**src/rtl/adc_frame_packer.sv**
```systemverilog
// adc_frame_packer: registers the ADC bus, decimates it, and packs PACK samples
// per word into the 40-bit FIFO write port, with frame start/stop control,
// zero-padded flush of a partial word, and a saturating afull drop counter.
module adc_frame_packer #(
  parameter int unsigned SAMPLE_W = 10,
  parameter int unsigned PACK     = 4,
  parameter int unsigned DECIM_W  = 8,
  parameter int unsigned LEN_W    = 16
) (
  input  logic                       clk50,
  input  logic                       reset,
  input  logic [SAMPLE_W-1:0]        adpin,
  input  logic                       adcovr,
  input  logic                       start,
  input  logic                       stop,
  input  logic [DECIM_W-1:0]         decim,
  input  logic [LEN_W-1:0]           frame_len,
  input  logic                       afull,
  output logic [SAMPLE_W*PACK-1:0]   odata,
  output logic                       wren,
  output logic                       busy,
  output logic                       ovr_flag,
  output logic [15:0]                drop_cnt
);

  localparam int unsigned IDX_W = (PACK > 1) ? $clog2(PACK) : 1;

  typedef enum logic [1:0] {IDLE, CAPTURE, FLUSH} state_t;

  state_t                    state, state_nxt;
  logic [SAMPLE_W-1:0]       s1_data;
  logic                      s1_ovr;
  logic [SAMPLE_W-1:0]       slot_q [PACK];
  logic [IDX_W-1:0]          idx;
  logic [DECIM_W-1:0]        dcnt;
  logic [DECIM_W-1:0]        decim_q;
  logic [LEN_W-1:0]          flen_q;
  logic [LEN_W-1:0]          word_cnt;
  logic                      complete_q;
  logic                      last_slot;
  logic                      accept;
  logic                      emit;
  logic                      frame_done;
  logic [SAMPLE_W*PACK-1:0]  word;

  // Acceptance, emission and end-of-frame decisions from S1 and current state.
  // A stop arriving on the sample that fills the last slot still takes that
  // sample, so the completed word goes out whole instead of being flushed short.
  always_comb begin
    last_slot  = (idx == IDX_W'(PACK - 1));
    accept     = (state == CAPTURE) && (dcnt == '0) && (!stop || last_slot);
    emit       = complete_q || (state == FLUSH);
    frame_done = complete_q && (flen_q != '0) && ((word_cnt + LEN_W'(1)) == flen_q);
  end

  // Output word: all slots for a completed word, unfilled slots zeroed in FLUSH.
  always_comb begin
    word = '0;
    for (int unsigned i = 0; i < PACK; i++) begin
      if ((state != FLUSH) || (IDX_W'(i) < idx))
        word[i*SAMPLE_W +: SAMPLE_W] = slot_q[i];
    end
  end

  // Next-state logic for the frame controller.
  always_comb begin
    state_nxt = state;
    busy      = (state != IDLE);
    case (state)
      IDLE:    if (start) state_nxt = CAPTURE;
      CAPTURE: begin
        if (frame_done)
          state_nxt = IDLE;
        else if (stop)
          state_nxt = ((idx == '0) || accept) ? IDLE : FLUSH;
      end
      FLUSH:   state_nxt = IDLE;
      default: state_nxt = IDLE;
    endcase
  end

  // Input stage, packing registers, counters and FIFO write port.
  always_ff @(posedge clk50) begin
    if (reset) begin
      state      <= IDLE;
      s1_data    <= '0;
      s1_ovr     <= 1'b0;
      for (int unsigned i = 0; i < PACK; i++) slot_q[i] <= '0;
      idx        <= '0;
      dcnt       <= '0;
      decim_q    <= '0;
      flen_q     <= '0;
      word_cnt   <= '0;
      complete_q <= 1'b0;
      odata      <= '0;
      wren       <= 1'b0;
      ovr_flag   <= 1'b0;
      drop_cnt   <= '0;
    end else begin
      s1_data    <= adpin;
      s1_ovr     <= adcovr;
      state      <= state_nxt;
      wren       <= 1'b0;
      complete_q <= accept && last_slot;

      if (state == CAPTURE)
        dcnt <= (dcnt == decim_q) ? '0 : dcnt + 1'b1;

      if (accept) begin
        slot_q[idx] <= s1_data;
        idx         <= last_slot ? '0 : idx + 1'b1;
        if (s1_ovr) ovr_flag <= 1'b1;
      end

      if (state == FLUSH)
        idx <= '0;

      if (emit) begin
        word_cnt <= word_cnt + 1'b1;
        if (!afull) begin
          odata <= word;
          wren  <= 1'b1;
        end else if (drop_cnt != '1) begin
          drop_cnt <= drop_cnt + 1'b1;
        end
      end

      if ((state == IDLE) && start) begin
        decim_q    <= decim;
        flen_q     <= frame_len;
        ovr_flag   <= 1'b0;
        drop_cnt   <= '0;
        idx        <= '0;
        dcnt       <= '0;
        word_cnt   <= '0;
        complete_q <= 1'b0;
      end
    end
  end

endmodule

```
**config.mk**
```make
export PLATFORM = sky130hd
export DESIGN_NAME = adc_frame_packer
export DESIGN_NICKNAME = d
export VERILOG_FILES = /design/src/rtl/adc_frame_packer.sv
export SDC_FILE = /design/constraint.sdc
export NUM_CORES = 1
export LEC_CHECK = 0
export CORE_ASPECT_RATIO = 0.75
export CORE_MARGIN = 2
export CORE_UTILIZATION = 54
export DETAILED_ROUTE_END_ITERATION = 16
export PLACE_DENSITY = 0.77
export RECOVER_POWER = 25
export SYNTH_ARGS = -nofsm -noshare
export SYNTH_HDL_FRONTEND = slang
export SYNTH_SLANG_ARGS = --single-unit
```
**constraint.sdc**
```tcl
create_clock -name clk50 -period 2.3 [get_ports clk50]
set_input_delay 0.575 -clock clk50 [delete_from_list [all_inputs] [get_ports clk50]]
set_output_delay 0.575 -clock clk50 [all_outputs]
set_load 0.005 [all_outputs]
```
==> run summary <==
Vias -> 5,145
max_cap viols -> 0
post-layout min period -> 2241 ps
relative slew slack -> 0.2305
drt wl/cell -> 16.91 µm
Chip Width -> 132.0 µm
Min-Delay Path Class -> reg -> reg
placed insts -> 916
Final GP Congestion -> 0.9535
Clock power frac -> 0.451
number of library cell types mapped by synthesis -> 55
largest area contributor in the netlist -> dfxtp_1
final hold vios -> 0
Post-DP Area -> 0.008006 mm²
Overall Power -> 6188 µW
Fill cells -> 882
endpoints failing setup -> 0
CP endpoint kind -> output port
vias in the first global route -> 5,067
CTS root buf -> clkbuf_16
most frequent cells in the layout -> dfxtp_1 (122), clkdlybuf4s50_1 (94), nand2_1 (76)
full die area -> 0.01320 mm²
largest family of logic cells by synthesized area -> simple AND/OR/NAND/NOR gates
post-route antenna net violation count -> 0
vias per inst -> 5.427
RSZ-0062 raised after global routing -> no
flops & latches, synth -> 162
CTS tree -> done
area taken by flip-flops and latches -> 0.003643 mm²
critical path type -> reg -> out
commonest non-fill, non-tap cell in the layout -> dfxtp_1
asr flop ratio synth -> 0
Initial Util -> 0.5469
Max Slew Vio Count -> 0
switching share of total power -> 0.2391
initial antenna violation count -> 0
Leak Pwr -> 0.003211 µW
area of the multi-input gates -> 0.002859 mm²
measured slew at the worst slew-check pin -> 1154 ps
CTS buffer count -> 17
total grt overflow -> 0
FMAX -> 0.4462 GHz
first-pass GRT wire length -> 26,050 µm
Synth area leaders -> dfxtp_1 (37%), edfxtp_1 (18%), a22o_1 (5.5%)
Reg power frac -> 0.492
post-synthesis xor/xnor area fraction -> 0.08714
Cell Area, Synth -> 0.006634 mm²
syn_nets -> 689
die height -> 99.99 µm
adder-cell share of the synthesized area -> 0.01132
Post-synth top flop -> dfxtp_1
initial DRC count -> 404
Cell Pwr Density -> 718.6 mW/mm²
Detailed Route WL -> 16,030 µm
Layout area overhead -> 29.80%
WP data required -> 1730 ps
mux contribution to synthesized area -> 0.003018
final core utilization -> 0.7099
Placement Rows -> 35
setup bufs post-CTS -> 0
clk sinks -> 162
largest net degree at the start of global routing -> 41
Ys Warns -> 0
Compound-Gate Fraction of Synth Area -> 0.1143
number of flops mapped to enable cells by yosys -> 40
Worst-path clk slew -> 70 ps
gr usage total -> 0.2539
Skew-Pair Late Insertion Delay -> 420 ps
outcome -> complete, no violations
Worst setup SP type -> flop
Worst Skew -> 8.833 ps
share of layout cells above drive strength 1 -> 0.1176
H-Tree Depth -> 4
WP data arrival -> 1670 ps
Layout Nets -> 815
CP max FO -> 9
cell count after synthesis -> 643
Psw -> 1480 µW
share of the synthesized area in the top cell type -> 0.3682
drt drc -> 0
diodes inserted -> 0
Longest Clk Path Bufs -> 2
DPL Wire Length -> 11,050 µm
hold buffers post-CTS -> 0
peak supply drop -> 0.5644 mV
fin cells -> 948
drt first pass iters -> 5
post-synthesis simple-gate area fraction -> 0.2067
Combinational Power Share -> 0.058
Syn Area/Cell -> 10.32 µm²
Core Area -> 0.01213 mm²
sequential fraction of the synthesis area -> 0.5492
post-route cell area -> 0.008611 mm²
num ports -> 99
I/O Buffers -> 98
Cell Int Power -> 4708 µW
Tcrit/Tclk final -> 0.9744
## cells by family after synthesis
group	count (synthesis)
simple gates	265
flops	162
compound gates	99
xor+xnor	66
buf+inv	43
fa+ha+maj	6
mux	2
## cell usage after synthesis (3+ instances only)
master	n
dfxtp_1	122
nand2_1	76
nor2_1	52
and2_1	43
a22o_1	42
edfxtp_1	40
xor2_1	37
a21oi_1	31
xnor2_1	29
clkbuf_1	22
nand4_1	14
nor4_1	14
nor2b_1	13
nand3_1	10
nor3_1	10
inv_1	9
ha_1	6
nand2b_1	6
buf_2	5
and3_1	4
or2_2	4
a21boi_2	3
a31o_2	3
buf_4	3
or3_1	3
or4_1	3
## registers in the layout (all words and copies together) (netlist names)
| name | flops |
|---|---|
| drop_cnt | 16 |
| s1_data | 10 |
| flen_q | 16 |
| wren | 1 |
| dcnt | 8 |
| odata | 40 |
| state | 2 |
| complete_q | 1 |
| ovr_flag | 1 |
| word_cnt | 16 |
| decim_q | 8 |
| slot_q | 40 |
| idx | 2 |
| s1_ovr | 1 |
## layout make-up
type	instances	area share
Clock buffer	18	0.05100
Tap cell	166	0.02412
Clock inverter	14	0.01642
Multi-Input combinational cell	438	0.3320
Inverter	9	0.003923
Sequential cell	162	0.4231
Timing Repair Buffer	141	0.1494
## worst paths after layout
path,endpoint,slack (ps),depth (start not counted),startpoint
setup / recovery,busy,60,3,state[1]
hold / removal,odata[13],460,1,slot_q[1][3]
setup reg to reg,state[0],100,8,word_cnt[1]
hold reg to reg,odata[13],460,1,slot_q[1][3]
## through the flow
step	hold WS, ps	setup slack, ps	TNS, ps
after floorplan	432.2	153.4	0
after global placement	439.4	0.3542	0
after detailed placement	441.7	-33.94	-464.4
after CTS	459.7	35.46	0
after global routing	477.9	3.371	0
final	458.9	58.78	0
## power groups by stage
stage	registers, µW	logic (µW)	clock network (µW)
finish	3040	358	2790
global route	3050	392	2940
CTS	3040	353	2820
detailed placement	3100	348	0
global placement	3100	339	0
floorplan	3080	199	0
## what timing repair did
| item | in CTS | in global routing |
|---|---|---|
| endpoints found under the setup margin | 0 | 62 |
| hold endpoints to repair | 0 | 0 |
| gates resized for setup | 0 | 8 |
## worst max-delay path, cell delays in order (launching register included)
cell and delay (ps):
dfxtp_1 510, nor2_1 150, inv_1 80, clkdlybuf4s50_1 500
## layer usage
layer	global-route usage	vias to the layer above	routed length (µm)
li1	-	2492	-
met1	0.3598	2446	7548
met2	0.3834	187	6992
met3	0.06515	20	1301
met4	0.08194	0	184
met5	0	-	0
Power figures use the tool's default switching activity.
